$ cat src/rtl/scene_wr_arbiter_pkg.sv
// scene_wr_arbiter_pkg: shared types and the owner-selection rule for the scene write arbiter
package scene_wr_arbiter_pkg;
    localparam int ADDR_W_DEF = 25;
    localparam int DATA_W_DEF = 32;
    typedef enum logic [1:0] {LOAD, DRAIN, READY} sl_phase_t;
    typedef enum logic [1:0] {NONE, SL, FB} wr_owner_t;
    typedef struct packed {
        logic [ADDR_W_DEF-1:0] addr;
        logic [DATA_W_DEF-1:0] data;
    } sdram_wr_t;
    // Loader words win while a scene is loading or draining; once ready, FB traffic wins.
    function automatic wr_owner_t pick_owner(sl_phase_t ph, logic sl_av, logic fb_av);
        return (ph == READY) ? (fb_av ? FB : sl_av ? SL : NONE)
                             : (sl_av ? SL : fb_av ? FB : NONE);
    endfunction
endpackage

$ cat src/rtl/scene_wr_arbiter_sync_fifo.sv
// sync_fifo: registered-head FIFO with a registered occupancy count
// Ports: clk, rst (async active-low), push/din write side, pop/head read side,
// full/empty/count status. A push while full is dropped unless a pop happens in the same cycle.
module sync_fifo #(
    parameter int W = 57,
    parameter int DEPTH = 8,
    localparam int AW = $clog2(DEPTH)
) (
    input  logic          clk,
    input  logic          rst,
    input  logic          push,
    input  logic          pop,
    input  logic [W-1:0]  din,
    output logic [W-1:0]  head,
    output logic          full,
    output logic          empty,
    output logic [AW:0]   count
);
    logic [W-1:0] mem_q [DEPTH];
    logic [AW-1:0] wr_q, wr_d, rd_q, rd_d;
    logic [AW:0] count_q, count_d;
    logic do_push, do_pop;
    always_comb begin
        full = count_q == (AW+1)'(DEPTH);
        empty = count_q == '0;
        do_pop = pop & ~empty;
        do_push = push & (~full | do_pop);
        wr_d = wr_q + AW'(do_push);
        rd_d = rd_q + AW'(do_pop);
        count_d = count_q + (AW+1)'(do_push) - (AW+1)'(do_pop);
        head = mem_q[rd_q];
        count = count_q;
    end
    always_ff @(posedge clk or negedge rst) begin
        if (!rst) begin
            wr_q <= '0;
            rd_q <= '0;
            count_q <= '0;
        end else begin
            wr_q <= wr_d;
            rd_q <= rd_d;
            count_q <= count_d;
        end
    end
    always_ff @(posedge clk) begin
        if (do_push) mem_q[wr_q] <= din;
    end
endmodule

$ cat src/rtl/scene_wr_arbiter.sv
// scene_wr_arbiter: buffers loader writes and arbitrates them against FB writes onto one SDRAM write channel
// Ports: clk, rst (async active-low); sl_we/sl_addr/sl_io/sl_done from the scene loader;
// fb_req/fb_addr/fb_data in, fb_gnt out for the FB writer; sdram_wr_valid/addr/data out and
// sdram_wr_ready in to the SDRAM controller; scene_ready, sl_overflow (sticky), sl_words status.
module scene_wr_arbiter
    import scene_wr_arbiter_pkg::*;
#(
    parameter int DEPTH = 8,
    parameter int ADDR_W = ADDR_W_DEF,
    parameter int DATA_W = DATA_W_DEF
) (
    input  logic              clk,
    input  logic              rst,
    input  logic              sl_we,
    input  logic [ADDR_W-1:0] sl_addr,
    input  logic [DATA_W-1:0] sl_io,
    input  logic              sl_done,
    input  logic              fb_req,
    input  logic [ADDR_W-1:0] fb_addr,
    input  logic [DATA_W-1:0] fb_data,
    output logic              fb_gnt,
    output logic              sdram_wr_valid,
    output logic [ADDR_W-1:0] sdram_wr_addr,
    output logic [DATA_W-1:0] sdram_wr_data,
    input  logic              sdram_wr_ready,
    output logic              scene_ready,
    output logic              sl_overflow,
    output logic [ADDR_W-1:0] sl_words
);
    localparam int CW = $clog2(DEPTH) + 1;
    sl_phase_t phase_q, phase_d;
    wr_owner_t owner_q, owner_d;
    logic sl_done_q, scene_ready_q, scene_ready_d, sl_overflow_q, sl_overflow_d;
    logic [ADDR_W-1:0] sl_words_q, sl_words_d;
    sdram_wr_t sl_word, head, bus;
    logic full, empty;
    logic [CW-1:0] count;
    logic xfer, sl_pop, sl_av, fb_av, reload;
    assign sl_word = {sl_addr, sl_io};
    sync_fifo #(.W($bits(sdram_wr_t)), .DEPTH(DEPTH)) u_fifo (
        .clk(clk),
        .rst(rst),
        .push(sl_we),
        .pop(sl_pop),
        .din(sl_word),
        .head(head),
        .full(full),
        .empty(empty),
        .count(count)
    );
    always_ff @(posedge clk or negedge rst) begin
        if (!rst) begin
            phase_q <= LOAD;
            owner_q <= NONE;
            sl_done_q <= 1'b0;
            scene_ready_q <= 1'b0;
            sl_overflow_q <= 1'b0;
            sl_words_q <= '0;
        end else begin
            phase_q <= phase_d;
            owner_q <= owner_d;
            sl_done_q <= sl_done;
            scene_ready_q <= scene_ready_d;
            sl_overflow_q <= sl_overflow_d;
            sl_words_q <= sl_words_d;
        end
    end
    // A completing transfer consumes the head entry or the current FB word, so neither
    // may be counted again when choosing the next owner in the same cycle.
    always_comb begin
        sl_av = count > CW'(sl_pop);
        fb_av = fb_req & ~fb_gnt;
        owner_d = (owner_q == NONE || xfer) ? pick_owner(phase_q, sl_av, fb_av) : owner_q;
        reload = (phase_q == READY) & sl_we;
        phase_d = (phase_q == LOAD && sl_done && !sl_done_q) ? DRAIN :
                  (phase_q == DRAIN && empty && owner_q != SL) ? READY :
                  reload ? LOAD : phase_q;
        scene_ready_d = phase_d == READY;
        sl_overflow_d = sl_overflow_q | (sl_we & full & ~sl_pop);
        sl_words_d = reload ? '0 : sl_words_q + ADDR_W'(sl_pop);
    end
    always_comb begin
        sdram_wr_valid = owner_q != NONE;
        xfer = sdram_wr_valid & sdram_wr_ready;
        sl_pop = xfer & (owner_q == SL);
        fb_gnt = xfer & (owner_q == FB);
        bus = (owner_q == SL) ? head : (owner_q == FB) ? {fb_addr, fb_data} : '0;
        sdram_wr_addr = bus.addr;
        sdram_wr_data = bus.data;
        scene_ready = scene_ready_q;
        sl_overflow = sl_overflow_q;
        sl_words = sl_words_q;
    end
endmodule
$ cat config.mk
export PLATFORM = sky130hd
export DESIGN_NAME = scene_wr_arbiter
export DESIGN_NICKNAME = d
export VERILOG_FILES = /design/src/rtl/scene_wr_arbiter_pkg.sv /design/src/rtl/scene_wr_arbiter_sync_fifo.sv /design/src/rtl/scene_wr_arbiter.sv
export SDC_FILE = /design/constraint.sdc
export NUM_CORES = 1
export LEC_CHECK = 0
export CAP_MARGIN = 20
export CORE_ASPECT_RATIO = 1.5
export CORE_MARGIN = 2
export CORE_UTILIZATION = 45
export CTS_BUF_LIST = sky130_fd_sc_hd__clkbuf_4 sky130_fd_sc_hd__clkbuf_8
export CTS_CLUSTER_SIZE = 40
export DETAILED_ROUTE_END_ITERATION = 10
export HOLD_SLACK_MARGIN = 0.06
export MAX_ROUTING_LAYER = met4
export PLACE_DENSITY_LB_ADDON = 0.3
export SETUP_SLACK_MARGIN = 0.05
export SLEW_MARGIN = 10
export SYNTH_ARGS = -nofsm -noshare
export SYNTH_HDL_FRONTEND = slang
export SYNTH_SLANG_ARGS = --single-unit
$ cat constraint.sdc
create_clock -name clk -period 5.15 [get_ports clk]
set_input_delay 1.03 -clock clk [delete_from_list [all_inputs] [get_ports clk]]
set_output_delay 1.03 -clock clk [all_outputs]
set_load 0.005 [all_outputs]
==> impl_metrics.py, run 1 <==
metrics = {
    "status": {
        "status": "completed",
    },
    "logic_synthesis": {
        "async_flop_share": 0.08434,
        "syn_area_per_cell_um2": 17.49,
        "ys_seq_area_frac": 0.7401,
        "synth_flop_cell": "edfxtp_1",
        "synthCells": 1139,
        "synth_nets": 1269,
        "synth_edf_count": 456,
        "yosys_warnings": 0,
        "ys_types": 50,
        "syn-cell-area_um2": 19920,
        "synth_seq_cells": 498,
    },
    "drt": {
        "drt_iter0_drc": 700,
        "via_per_inst": 5.545,
        "vias": 11229,
        "drc": 0,
        "finalWirelength_um": 45160,
        "antenna_left": 0,
        "dr.pass1.iters": 5,
        "drt-wirelength-per-cell_um": 22.30,
    },
    "clock_tree": {
        "cts_root_buf": "clkbuf_8",
        "cts_sinks": 498,
        "clk_pin_slew_ns": 0.07,
        "postCtsSetupRepairBufs": 0,
        "numCtsBuffers": 75,
        "cts_buffer_depth": 3,
        "cts_resized": 0,
        "postCtsHoldBufs": 0,
        "cts_tree": "yes",
        "h-tree-depth": 3,
        "clk-insertion-delay-late_ns": 0.63,
    },
    "die": {
        "initial_core_util": 0.4553,
        "io_pins": 206,
        "fp-row-count": 94,
        "die_width_um": 175.8,
        "coreArea_um2": 43750,
        "die_h_um": 261.7,
        "dieArea_um2": 46000,
    },
    "placement": {
        "gp_congestion": 0.8205,
        "placedCellCount": 1889,
        "dpl.hpwl_um": 27580,
        "portBuffers": 205,
        "dp_slack_ns": 1.156,
    },
    "cells_and_area": {
        "stdcell_count": 2025,
        "nets": 1521,
        "post-route-util": 0.5573,
        "area_delta_synth_final_pct": 22.40,
        "drive_gt1_frac": 0.2369,
    },
    "power": {
        "sw_frac_of_total": 0.3045,
        "p_sw_uw": 4001,
        "ir_worst_vdd_mv": 0.2638,
        "pwr-share-clk": 0.251,
        "internal-power_uw": 9139,
        "leakagePower_uw": 0.008042,
        "seq_power_share": 0.416,
        "pwr-share-comb": 0.333,
        "powerDensity_nw_per_um2": 538.9,
    },
    "worst_setup_path": {
        "cp-end-kind": "output pin",
        "crit_type": "flip-flop to output pin",
        "cp.arrival_ns": 3.42,
        "worst_r2r_startpoint": "owner_q[1]$_DFFE_PN0P_",
        "critPathTopFamily": "buffers and inverters",
        "critPathBufInv": 2,
        "cp_max_fo": 26,
        "cp_data_required_time_ns": 4.12,
        "critPathLaunchType": "flip-flop",
        "rr_endpoint": "u_fifo.mem_q[3][9]$_DFFE_PP_",
        "worst_path_max_delay_cell": "nand2b_2",
        "r2r_setup_slack_ns": 2.26,
        "path_cells": "nand2b_2 > buf_4 > o22ai_1 > o31ai_1 > clkdlybuf4s50_1",
        "reg2reg_depth": 5,
        "critPathMaxStageDelay_ns": 0.70,
    },
    "timing": {
        "finalSetupViolCount": 0,
        "report.final.slew_viol_count": 0,
        "setup_slack_ns": 0.6950,
        "finalCritPeriodShare": 0.8650,
        "rsz0062_at_grt": "no",
        "fin_setup_tns_ns": 0,
        "finalHoldViolCount": 0,
        "fin_crit_ns": 4.455,
        "tightest_slew_ns": 1.016,
        "fmax_mhz": 224.5,
        "hold-worst-slack_ns": 0.2477,
        "slew_headroom": 0.3222,
        "finalClockSkew_ns": 0.02192,
    },
    "grt": {
        "track_usage": 0.2028,
        "grt_overflow": 0,
        "antenna_found_initial": 1,
        "grt_pass1_wl_um": 67780,
        "grt_pass1_vias": 11876,
        "grt_max_degree": 57,
    },
    "job": {
        "cap_viol_max_count": 0,
    },
    "min_path": {
        "hold_path_class": "primary input to async pin",
    },
}
-- cell usage in the layout, fill, tap and decap left out, types with 7 or more instances in the layout --
master           netlist  layout
edfxtp_1             456     456
clkdlybuf4s50_1        0     204
mux2_2               114     114
clkbuf_8               0      81
nand2_1               74      73
nor2_1                78      71
o31ai_1               60      60
mux4_2                57      57
o22ai_1               57      57
dfrtp_1               42      39
buf_4                  0      27
clkbuf_4               0      22
a21oi_1               16      16
clkinv_1               0      15
inv_1                 11      11
xor2_1                11      11
nand3_1               10      10
nand4_1                9       9
o21ai_0                9       9
ha_1                   9       9
or4_1                  7       7
-- Yosys cell counts (10+ instances only) --
master / number / area, um^2
edfxtp_1: 456 / 13690
mux2_2: 114 / 1284
nor2_1: 78 / 292.8
nand2_1: 74 / 277.8
o31ai_1: 60 / 450.4
mux4_2: 57 / 1284
o22ai_1: 57 / 356.6
clkbuf_1: 53 / 198.9
dfrtp_1: 42 / 1051
a21oi_1: 16 / 80.08
inv_1: 11 / 41.29
xor2_1: 11 / 96.34
nand3_1: 10 / 50.05
-- sequential cells by signal, summed over array words and instances (netlist names) --
| signal | flops |
|---|---|
| phase_q | 2 |
| u_fifo.count | 4 |
| owner_q | 2 |
| sl_done_q | 1 |
| u_fifo.rd_q | 3 |
| scene_ready | 1 |
| u_fifo.wr_q | 3 |
| sl_words | 25 |
| u_fifo.mem_q | 456 |
| sl_overflow | 1 |
-- per-layer routing --
metal	up-vias	part of all wire	global-route usage
met5	-	0	-
met4	0	0.022	0.07622
met3	64	0.046	0.03197
met2	356	0.54	0.3578
met1	5757	0.40	0.2340
li1	5052	-	-
-- cell families (layout without fill, tap and decap cells) --
logic type	Yosys count	count (layout)	share of synthesized area
DFF	498	498	0.7401
and+or+nand+nor	213	213	0.04999
muxes	171	171	0.1289
AOI/OAI and AO/OA	158	158	0.05313
buffers and inverters	74	383	0.01463
xor gates and xnor gates	15	15	0.006594
adders and majority gates	10	10	0.006658
other	0	1	0
-- stage by stage --
step | cell area [um^2] | power [uW]
after floorplan | 19930 | 7923
after global placement | 22830 | 9935
after detailed placement | 22830 | 9988
after CTS | 24360 | 13290
after global routing | 24380 | 13780
final | 24380 | 13140
-- how the worst max path moves through the flow --
stage,startpoint,endpoint,slack (ns),depth (start not counted)
global placement,sdram_wr_ready,u_fifo.mem_q[3][13]$_DFFE_PP_,1.24,6
floorplan,sdram_wr_ready,u_fifo.mem_q[4][0]$_DFFE_PP_,0.65,4
CTS,u_fifo.rd_q[1]$_DFF_PN0_,sdram_wr_data[30],0.63,5
global route,u_fifo.rd_q[1]$_DFF_PN0_,sdram_wr_data[8],0.49,5
detailed placement,sdram_wr_ready,u_fifo.mem_q[3][12]$_DFFE_PP_,1.16,6
finish,u_fifo.rd_q[1]$_DFF_PN0_,sdram_wr_data[30],0.70,5
-- power by group through the flow --
stage          Clock [uW]  Combinational (uW)  Sequential (uW)
2_1_floorplan           0                2580             5340
3_3_place_gp            0                4420             5520
3_5_place_dp            0                4440             5550
4_1_cts              3370                4460             5470
5_1_grt              3520                4730             5530
6_report             3300                4380             5460
-- area by class of cell --
class,instances,area (um^2)
Clock buffer,103,1280
Multi-Input combinational cell,567,4964
Sequential cell,498,14750
Tap cell,576,720.7
Inverter,11,41.29
Timing Repair Buffer,238,2370
Fill cell,3416,19370
Clock inverter,31,254.0
Antenna cell,1,2.502
No activity file was read; power rests on OpenSTA's default activity.
==> run 2, diff against run 1 <==
Settings changed: SLEW_MARGIN 10 to default.
==> impl_metrics.py, run 2 (synthesis gave the netlist of run 1 again) <==
metrics = {
    "power": {
        "p_sw_uw": 3997,
        "ir_worst_vdd_mv": 0.2640,
        "powerDensity_nw_per_um2": 538.7,
        "seq_power_share": 0.416,
        "internal-power_uw": 9139,
        "sw_frac_of_total": 0.3043,
        "pwr-share-clk": 0.251,
        "pwr-share-comb": 0.333,
        "leakagePower_uw": 0.008042,
    },
    "drt": {
        "antenna_left": 0,
        "dr.pass1.iters": 5,
        "drc": 0,
        "drt-wirelength-per-cell_um": 22.28,
        "via_per_inst": 5.540,
        "drt_iter0_drc": 686,
        "finalWirelength_um": 45120,
        "vias": 11218,
    },
    "timing": {
        "fmax_mhz": 224.0,
        "rsz0062_at_grt": "no",
        "tightest_slew_ns": 1.042,
        "slew_headroom": 0.3047,
        "finalClockSkew_ns": 0.02245,
        "finalCritPeriodShare": 0.8670,
        "finalSetupViolCount": 0,
        "finalHoldViolCount": 0,
        "report.final.slew_viol_count": 0,
        "hold-worst-slack_ns": 0.2312,
        "fin_setup_tns_ns": 0,
        "fin_crit_ns": 4.465,
    },
    "cells_and_area": {
        "largest_register_ffs": 456,
        "num-fill-cells": 3415,
        "final_common_cell": "edfxtp_1",
        "layout_common_cells": "456 x edfxtp_1, 204 x clkdlybuf4s50_1, 114 x mux2_2, 81 x clkbuf_8, 73 x nand2_1",
        "nets": 1521,
        "area_delta_synth_final_pct": 22.40,
        "drive_gt1_frac": 0.2369,
        "design_area_um2": 24380,
        "top_register": "u_fifo.mem_q",
    },
    "worst_setup_path": {
        "critPathMaxStageDelay_ns": 0.70,
        "cp.arrival_ns": 3.43,
        "path_cells": "nand2b_2 > buf_4 > o22ai_1 > o31ai_1 > clkdlybuf4s50_1",
        "cp_max_fo": 26,
        "rr_endpoint": "u_fifo.mem_q[3][15]$_DFFE_PP_",
        "worst_path_max_delay_cell": "nand2b_2",
        "critPathBufInv": 2,
        "critPathLaunchType": "flip-flop",
        "cp-end-kind": "output pin",
        "worst_r2r_startpoint": "owner_q[1]$_DFFE_PN0P_",
        "reg2reg_depth": 5,
        "critPathTopFamily": "buffers and inverters",
        "crit_type": "flip-flop to output pin",
        "r2r_setup_slack_ns": 2.27,
        "cp_data_required_time_ns": 4.12,
    },
    "grt": {
        "grt_max_degree": 57,
        "grt_overflow": 0,
        "antenna_found_initial": 1,
        "grt_pass1_wl_um": 67780,
        "track_usage": 0.2028,
        "grt_pass1_vias": 11876,
    },
    "die": {
        "initial_core_util": 0.4553,
        "coreArea_um2": 43750,
        "fp-row-count": 94,
        "io_pins": 206,
        "dieArea_um2": 46000,
        "die_h_um": 261.7,
        "die_width_um": 175.8,
    },
    "clock_tree": {
        "cts_sinks": 498,
        "numCtsBuffers": 75,
        "cts_resized": 0,
        "cts_buffer_depth": 3,
        "postCtsSetupRepairBufs": 0,
        "postCtsHoldBufs": 0,
        "cts_tree": "yes",
        "h-tree-depth": 3,
        "clk_pin_slew_ns": 0.06,
        "cts_root_buf": "clkbuf_8",
        "clk-insertion-delay-late_ns": 0.64,
    },
    "min_path": {
        "hold_path_class": "primary input to async pin",
    },
    "placement": {
        "gp_congestion": 0.8205,
        "placed_area_um2": 22830,
        "portBuffers": 205,
        "dpl.hpwl_um": 27580,
    },
    "status": {
        "status": "completed",
    },
    "job": {
        "cap_viol_max_count": 0,
    },
}
==> run 2: per-layer routing <==
layer / wire [um] / GRT usage / vias to the layer above
li1: - / - / 5052
met1: 17820 / 0.2340 / 5782
met2: 24310 / 0.3578 / 325
met3: 1996 / 0.03197 / 59
met4: 991 / 0.07622 / 0
met5: 0 / - / -
==> run 2: worst max path at each step <==
stage                                   from                       endpoint  cells after the start
finish              u_fifo.rd_q[1]$_DFF_PN0_              sdram_wr_data[30]                      5
global route        u_fifo.rd_q[1]$_DFF_PN0_               sdram_wr_data[8]                      5
CTS                 u_fifo.rd_q[1]$_DFF_PN0_              sdram_wr_data[30]                      5
detailed placement            sdram_wr_ready  u_fifo.mem_q[3][12]$_DFFE_PP_                      6
global placement              sdram_wr_ready  u_fifo.mem_q[3][13]$_DFFE_PP_                      6
floorplan                     sdram_wr_ready   u_fifo.mem_q[4][0]$_DFFE_PP_                      4
==> run 2: cell type report <==
type,instances,area (um^2),share of cell area
Inverter,11,41.29,0.001693
Tap cell,576,720.7,0.02956
Clock inverter,31,254.0,0.01042
Sequential cell,498,14750,0.6050
Antenna cell,1,2.502,0.0001026
Clock buffer,103,1280,0.05249
Multi-Input combinational cell,567,4964,0.2036
Timing Repair Buffer,238,2370,0.09718
==> run 2: power by group through the flow <==
| stage | clock [uW] | combinational (uW) | sequential, uW |
|---|---|---|---|
| finish | 3290 | 4380 | 5470 |
| global route | 3520 | 4730 | 5530 |
| CTS | 3370 | 4460 | 5470 |
| detailed placement | 0 | 4440 | 5550 |
| global placement | 0 | 4420 | 5520 |
| floorplan | 0 | 2580 | 5340 |
==> run 2: worst register-to-register path, delay by kind of cell, from the launching register on <==
kind / cells / cell delay (ns)
AND/OR/NAND/NOR: 3 / 1.39
buffers and inverters: 1 / 0.28
AO/OA/AOI/OAI: 1 / 0.44
flip-flops: 1 / 0.45
==> run 2: through the flow <==
stage / setup slack [ns] / instances / power (uW) / util
2_1_floorplan: 0.6546 / 1139 / 7923 / -
3_3_place_gp: 1.235 / 1889 / 9935 / 0.5218
3_5_place_dp: 1.156 / 1889 / 9988 / 0.5218
4_1_cts: 0.6335 / 2023 / 13290 / 0.5568
5_1_grt: 0.4883 / 2025 / 13780 / 0.5573
6_report: 0.6852 / 2025 / 13140 / 0.5573
